===== src/rtl/colour_detect_multi.sv =====
// Frame-level RGB dominance classifier with per-colour hysteresis flags.
// Optional COLOUR_COUNT_OUT_EN exposes the latched per-frame counts.

module colour_ch #(
    parameter int COUNT_W   = 20,
    parameter int THRESHOLD = 100,
    parameter int HYST      = 10
) (
    input  logic               clk,
    input  logic               rst_n,
    input  logic               start,
    input  logic               cnt_en,
    input  logic               fin,
    input  logic               hit,
`ifdef COLOUR_COUNT_OUT_EN
    output logic [COUNT_W-1:0] final_cnt,
`endif
    output logic               flag
);
    localparam logic [COUNT_W-1:0] SET_LVL = COUNT_W'(THRESHOLD);
    localparam logic [COUNT_W-1:0] CLR_LVL = COUNT_W'(THRESHOLD - HYST);

    logic [COUNT_W-1:0] cnt_q, cnt_nxt;

    // cnt_nxt already includes the current beat, so finalise sees the eop pixel
    always_comb begin
        cnt_nxt = cnt_q;
        if (start)
            cnt_nxt = {{(COUNT_W-1){1'b0}}, hit};
        else if (cnt_en && hit && (cnt_q != {COUNT_W{1'b1}}))
            cnt_nxt = cnt_q + 1'b1;
    end

    always_ff @(posedge clk or negedge rst_n) begin
        if (!rst_n) begin
            cnt_q <= '0;
            flag  <= 1'b0;
        end else begin
            cnt_q <= cnt_nxt;
            if (fin) begin
                if (cnt_nxt >= SET_LVL)
                    flag <= 1'b1;
                else if (cnt_nxt < CLR_LVL)
                    flag <= 1'b0;
            end
        end
    end

`ifdef COLOUR_COUNT_OUT_EN
    always_ff @(posedge clk or negedge rst_n) begin
        if (!rst_n)   final_cnt <= '0;
        else if (fin) final_cnt <= cnt_nxt;
    end
`endif
endmodule

module colour_detect_multi #(
    parameter int CH_W      = 4,
    parameter int MARGIN    = 2,
    parameter int THRESHOLD = 100,
    parameter int HYST      = 10,
    parameter int COUNT_W   = 20
) (
    input  logic                clk,
    input  logic                rst_n,
    input  logic [3*CH_W-1:0]   pixel,
    input  logic                valid,
    input  logic                sop,
    input  logic                eop,
`ifdef COLOUR_COUNT_OUT_EN
    output logic [COUNT_W-1:0]  red_count,
    output logic [COUNT_W-1:0]  green_count,
    output logic [COUNT_W-1:0]  blue_count,
`endif
    output logic [2:0]          colour_flags,
    output logic                frame_done,
    output logic                frame_err,
    output logic                busy
);
    localparam logic [CH_W:0] M = (CH_W+1)'(MARGIN);

    typedef enum logic {IDLE, IN_FRAME} state_t;
    state_t state_q, state_nxt;

    // index 2 = R, 1 = G, 0 = B, matching colour_flags order
    logic [2:0][CH_W:0] ch;
    logic [2:0]         dom_raw, hit;
    logic               start, cnt_en, fin, err;

    always_comb begin
        for (int k = 0; k < 3; k++)
            ch[k] = {1'b0, pixel[k*CH_W +: CH_W]};
        dom_raw[2] = (ch[2] >= ch[1] + M) && (ch[2] >= ch[0] + M);
        dom_raw[1] = (ch[1] >= ch[2] + M) && (ch[1] >= ch[0] + M);
        dom_raw[0] = (ch[0] >= ch[2] + M) && (ch[0] >= ch[1] + M);
        // ties only possible with MARGIN=0; R beats G beats B
        hit[2] = dom_raw[2];
        hit[1] = dom_raw[1] & ~dom_raw[2];
        hit[0] = dom_raw[0] & ~dom_raw[2] & ~dom_raw[1];
    end

    always_ff @(posedge clk or negedge rst_n) begin
        if (!rst_n) state_q <= IDLE;
        else        state_q <= state_nxt;
    end

    always_comb begin
        state_nxt = state_q;
        case (state_q)
            IDLE:     if (valid && sop && !eop) state_nxt = IN_FRAME;
            IN_FRAME: if (valid && eop)         state_nxt = IDLE;
            default:  state_nxt = IDLE;
        endcase
    end

    always_comb begin
        start  = 1'b0;
        cnt_en = 1'b0;
        fin    = 1'b0;
        err    = 1'b0;
        busy   = (state_q == IN_FRAME);
        if (valid) begin
            if (sop) begin
                start = 1'b1;
                fin   = eop;
                err   = (state_q == IN_FRAME);
            end else if (state_q == IN_FRAME) begin
                cnt_en = 1'b1;
                fin    = eop;
            end else begin
                err = eop;
            end
        end
    end

    always_ff @(posedge clk or negedge rst_n) begin
        if (!rst_n) begin
            frame_done <= 1'b0;
            frame_err  <= 1'b0;
        end else begin
            frame_done <= fin;
            frame_err  <= err;
        end
    end

`ifdef COLOUR_COUNT_OUT_EN
    logic [2:0][COUNT_W-1:0] fcnt;
    assign red_count   = fcnt[2];
    assign green_count = fcnt[1];
    assign blue_count  = fcnt[0];
`endif

    for (genvar g = 0; g < 3; g++) begin : g_ch
        colour_ch #(
            .COUNT_W  (COUNT_W),
            .THRESHOLD(THRESHOLD),
            .HYST     (HYST)
        ) u_ch (
            .clk      (clk),
            .rst_n    (rst_n),
            .start    (start),
            .cnt_en   (cnt_en),
            .fin      (fin),
            .hit      (hit[g]),
`ifdef COLOUR_COUNT_OUT_EN
            .final_cnt(fcnt[g]),
`endif
            .flag     (colour_flags[g])
        );
    end
endmodule


===== config.mk =====
export PLATFORM = sky130hd
export DESIGN_NAME = colour_detect_multi
export DESIGN_NICKNAME = d
export VERILOG_FILES = /design/src/rtl/colour_detect_multi.sv
export SDC_FILE = /design/constraint.sdc
export NUM_CORES = 1
export LEC_CHECK = 0
export ABC_AREA = 0
export CORE_AREA = 2 2 160 84
export DETAILED_ROUTE_END_ITERATION = 8
export DIE_AREA = 0 0 162 86
export PLACE_DENSITY = 0.52
export RECOVER_POWER = 50
export SYNTH_ARGS = -nofsm -noshare
export SYNTH_HDL_FRONTEND = slang
export SYNTH_HIERARCHICAL = 1
export SYNTH_SLANG_ARGS = --single-unit

===== constraint.sdc =====
create_clock -name clk -period 3.4 [get_ports clk]
set_clock_uncertainty 0.15 [all_clocks]
set_input_delay 0.68 -clock clk [delete_from_list [all_inputs] [get_ports clk]]
set_output_delay 0.68 -clock clk [all_outputs]
set_load 0.005 [all_outputs]

After elaboration in Yosys (flattened, before gate mapping)
Index checks and enable logic that the tools add are counted.
- bits in registers: 66
- bits of input ports: 17
- logic and storage cells: 81
- add/subtract/negate cells: 6
- $lt $le $gt $ge: 12
- equal/unequal tests: 3
- mux-type cells: 26
- bitwise gates (word level): 6
- reduce and logical (&&, ||, !) cells: 19
- operators with widths (kind ; number):
    2-to-1 mux 20 bit ; 6
    adder 20 x 1 -> 20 bit (second input constant) ; 3
    >= comparator 20 x 7 -> 1 bit (second input constant) ; 3
    less-than comparator 20 x 7 -> 1 bit (second input constant) ; 3
    != test 20 bit (second input constant) ; 3
    >= comparator 4 x 5 -> 1 bit ; 6
    2-to-1 mux 1 bit ; 19
    adder 4 x 2 -> 5 bit (second input constant) ; 3
    logical AND 1 bit ; 12
    AND reduction 2 bit ; 3
    nonzero test 2 bit ; 3
    bitwise AND 1 bit ; 3
    NOT 1 bit ; 3
    one-hot mux 1 bit (2 select lines) ; 1
    logical NOT 1 bit ; 1

Logic depth before layout (Yosys ltp)
- word-level depth: 13
- mapped depth: 15
- depth with buffers taken out: 14

Cells and area by module
Netlist, hierarchy kept.
- by module, submodules not included (module ; instances ; cells an instance ; area each (um^2) ; seq. area each (um^2)):
    colour_ch ; 3 ; 155 ; 1423.9 ; 525.5
    colour_detect_multi ; 1 ; 80 ; 640.6 ; 75.1

Least setup slack after synthesis
OpenSTA, ideal clock, no wires.
- path kind: input -> register
- start: input pixel[0]
- end: register g_ch[0].u_ch.flag
- setup time: 0.135 ns
- arrival: 3.713 ns
- setup slack: -0.598 ns
- cell stages on the path: 15
- path buffers: 1
- cells stage by stage: inv_1 > ha_1 > nand2b_1 > a211oi_1 > o21bai_1 > a32o_1 > a211oi_2 > and4_1 > nand3_2 > buf_6 > o31ai_2 > a21oi_2 > or4_4 > o41ai_2 > o31ai_1
- cells in the longest elaborated chain, start to end: 13
- ends and longest elaborated chain (element ; RTL line ; text):
    from (decl) ; 66 ; input logic [3*CH_W-1:0] pixel,
    adder 4 x 2 -> 5 bit ; 93, 94 ;
    >= comparator 4 x 5 -> 1 bit ; 93 ; dom_raw[2] = (ch[2] >= ch[1] + M) && (ch[2] >= ch[0] + M);
    logical AND 1 bit ; 93 ;
    NOT 1 bit ; 99 ; hit[0] = dom_raw[0] & ~dom_raw[2] & ~dom_raw[1];
    bitwise AND 1 bit ; 99 ;
    bitwise AND 1 bit (*) ; 99 ;
    named net hit[0] ; 87 ; logic [2:0] dom_raw, hit;
    logical AND 1 bit (*) (2 in a row) ; 30 ; else if (cnt_en && hit && (cnt_q != {COUNT_W{1'b1}}))
    2-to-1 mux 20 bit (*) ; 30 ;
    2-to-1 mux 20 bit (*) ; 28 ; if (start)
    named net g_ch[0].u_ch.cnt_nxt[13] ; 23 ; logic [COUNT_W-1:0] cnt_q, cnt_nxt;
    less-than comparator 20 x 7 -> 1 bit / >= comparator 20 x 7 -> 1 bit (equally long branches) ; 43, 41 ;
    nonzero test 2 bit (no source line) ; -- ;
    AND reduction 2 bit (no source line) ; -- ;
    to (signal assigned) ; 37 ; flag <= 1'b0;
    to (signal assigned) ; 42 ; flag <= 1'b1;
    to (signal assigned) ; 44 ; flag <= 1'b0;
    to (decl) ; 18 ; output logic flag
Mark *: on every way through the listed nets, which the timed path passes. The rest lies on a longest branch.
A chain may end at the register's enable or synchronous reset.

Worst setup path after layout
- start: input pixel[4]
- end: register g_ch[0].u_ch.flag
- cells in the longest elaborated chain, start to end: 13
- ends and longest elaborated chain (element ; RTL line):
    adder 4 x 2 -> 5 bit ; 93, 95
    >= comparator 4 x 5 -> 1 bit ; 93
    logical AND 1 bit ; 93
    NOT 1 bit ; 99
    bitwise AND 1 bit ; 99
    bitwise AND 1 bit (*) ; 99
    named net hit[0] ; 87
    logical AND 1 bit (2 in a row) ; 30
    2-to-1 mux 20 bit ; 30
    2-to-1 mux 20 bit (*) ; 28
    less-than comparator 20 x 7 -> 1 bit / >= comparator 20 x 7 -> 1 bit (equally long branches) ; 43, 41
    nonzero test 2 bit (no source line) ; --
    AND reduction 2 bit (no source line) ; --
Marks and branches as above.

==> impl_metrics.yaml <==
placement:
  port_buffers: 22
  hpwl_um: 9800
  gp_congestion: 0.862
  dp_slack_ns: -1.31
setup_path:
  crit_path_start_kind: "input pin"
  worstSetupPathType: "in -> reg"
  critPathCaptureType: "flip-flop"
  required_ns: 3.45
  cp_max_fo: 3
  worstPathArrival_ns: 3.77
final_layout:
  drive_gt1_frac: 0.370
  n_antenna_cell: 0
  area_growth_pct: 38.2
  final_core_util: 0.547
  fin_nets: 679
drt:
  wirelength_um: 13400
  drtPass1Iterations: 5
  route.detailed.drc: 0
  wl_per_cell_um: 16.3
  antenna_left: 0
  route.vias.total: 4454
  drtIter0Drc: 360
  vias_per_cell: 5.42
pwr:
  p_sw_frac: 0.246
  p_leak_nw: 2.70
  clockPowerShare: 0.469
  powerDensity_mw_per_mm2: 312
  combPwrFrac: 0.152
  finalPower_mw: 2.12
  p_int_mw: 1.60
  p_switching_mw: 0.521
  ir_drop_mv: 0.192
  seq_power_share: 0.379
cts:
  htreeDepth: 3
  root_buffer: "clkbuf_16"
  clk_pin_slew_ns: 0.05
  cts_buffer_depth: 2
  cts_made_buffers: 9
  clock_sinks: 66
  ctsHoldBuffers: 0
  clk_latency_ns: 0.33
  cts_tree: "built"
floorplanning:
  io_pins: 23
  dieArea_mm2: 0.0139
  core_area_mm2: 0.0124
  start_util: 0.396
  die_y_um: 86
  num_rows: 29
  die_width_um: 162
logic_synthesis:
  synth_area_leader_cell: "dfrtp_1"
  syn_nets: 577
  synthTopCellsByCount: "nor2_1, dfrtp_1, a21oi_1, nand2_1, xnor2_1"
  yosys.area.top_type_share: 0.336
  synth_edf_count: 0
  ys.flop_type: "dfrtp_1"
  synthCells: 545
  ys_types: 64
  async_reset_ff_frac: 1.00
  ys_ff_latch: 66
  post_synth.cell_area_avg_um2: 9.01
  synth-warning-count: 6
  ys_top_cells_by_area: "dfrtp_1, xnor2_1, nor2_1"
  seq_area_frac_synth: 0.336
  yosysMostFrequentCell: "nor2_1"
  syn_area_mm2: 0.00491
outcome:
  outcome: "finished, violations left"
  violations: "capacitance limit, slew limit, setup timing"
sta:
  fmax_mhz: 269
  hold_viol: 0
  tightestPinTransition_ns: 1.92
  final.min_clock_period_ns: 3.72
  layout_setup_ws_ns: -0.321
  period_share: 1.09
  setup_violations: 3
  rsz0062_at_grt: "true"
  slew_viol_final: 33
  relSlewSlack: -0.281
global_route:
  grt_pass1_wl_um: 22500
  antenna_found_initial: 0
  grt_pass1_vias: 4326
  grt-ovfl-total: 0
  grt_usage: 0.204
  grt_start_max_net_pins: 33
worst_hold_path:
  hold_path.class: "reg -> reg"
job:
  drv_cap: 1
stage by stage:
stage                     TNS, ns  hold slack (ns)  cell area, µm²  cells
final                      -0.579            0.421            6790    822
after global routing       -0.888            0.452            6790    822
after global placement     -28.57            0.414            5980    795
after detailed placement   -30.90            0.415            5980    795
after floorplan            -0.727            0.234            5120    545
after CTS                  -0.486            0.306            6650    820
cell families after synthesis:
kind of cell / share of synthesized area
mux: 0.0122
simple gates: 0.276
compound gates: 0.196
flops: 0.336
xor+xnor: 0.0779
buf+inv: 0.0614
fa+ha+maj: 0.0402
state kept, by name, indices dropped and copies added (netlist names):
| register | flops |
|---|---|
| g_ch.u_ch/flag | 3 |
| busy | 1 |
| g_ch.u_ch/cnt_q | 60 |
| frame_err | 1 |
| frame_done | 1 |
layout make-up:
cell class / instances / area, µm²
clock inverter: 5 / 78.8
fill: 1132 / 5620
sequential: 66 / 1650
multi-input combinational: 434 / 3540
clock buffer: 11 / 233
inverter: 20 / 95.1
timing repair buffer: 116 / 977
tap: 170 / 213
cell usage in the layout (no fill, tap or decap), drive strengths merged, types with 7 or more instances in the layout:
| cell type | count |
|---|---|
| buf | 101 |
| nor2 | 71 |
| dfrtp | 66 |
| a21oi | 47 |
| nand2 | 44 |
| xnor2 | 39 |
| nand3 | 23 |
| inv | 20 |
| nor3 | 16 |
| or4 | 15 |
| ha | 15 |
| clkbuf | 15 |
| o31ai | 15 |
| and3 | 14 |
| a211oi | 12 |
| o21ai | 9 |
| nand4 | 9 |
| and4 | 9 |
| clkdlybuf4s50 | 8 |
| and2 | 7 |
final timing paths:
path                           startpoint                                to  slack (ns)  depth (start not counted)
max                              pixel[4]     g_ch[0].u_ch/flag$_DFFE_PN0P_       -0.32                         17
min                        busy$_DFF_PN0_                    busy$_DFF_PN0_        0.42                          1
max reg2reg                busy$_DFF_PN0_     g_ch[0].u_ch/flag$_DFFE_PN0P_        0.67                         11
min reg2reg                busy$_DFF_PN0_                    busy$_DFF_PN0_        0.42                          1
max in group asynchronous           rst_n  g_ch[2].u_ch/cnt_q[13]$_DFF_PN0_        0.97                          2
min in group asynchronous           rst_n   g_ch[0].u_ch/cnt_q[3]$_DFF_PN0_        0.73                          1
what timing repair did:
action / CTS / global route
cloned: 0 / 0
pin swaps: 31 / 14
gates resized for setup: 102 / 33
setup endpoints to repair: 42 / 9
setup buffers: 9 / 5
critical path, stage by stage:
cell and delay [ns]:
buf_8 0.11, buf_12 0.12, inv_12 0.04, ha_4 0.18, nand2b_4 0.15, a211oi_2 0.22
o21bai_1 0.10, a32o_2 0.30, a211oi_4 0.24, buf_4 0.16, and3_4 0.19, nand3_4 0.07
or3_4 0.35, mux2i_1 0.19, a41oi_2 0.18, o41ai_2 0.35, o31ai_1 0.12
power by group through the flow:
| stage | clock network [mW] | logic (mW) | registers [mW] |
|---|---|---|---|
| final | 0.994 | 0.322 | 0.803 |
| after CTS | 1.02 | 0.308 | 0.803 |
| after floorplan | 0 | 0.150 | 0.815 |
| after detailed placement | 0 | 0.275 | 0.817 |
| after global placement | 0 | 0.271 | 0.817 |
| after global routing | 1.06 | 0.350 | 0.804 |
per-layer routing:
metal	vias up	track usage	wire length, µm
li1	2206	-	-
met1	2146	0.319	7180
met2	94	0.277	5470
met4	0	0.0475	82
met3	8	0.0508	685
met5	-	0	0
(Power assumes the default switching activity.)
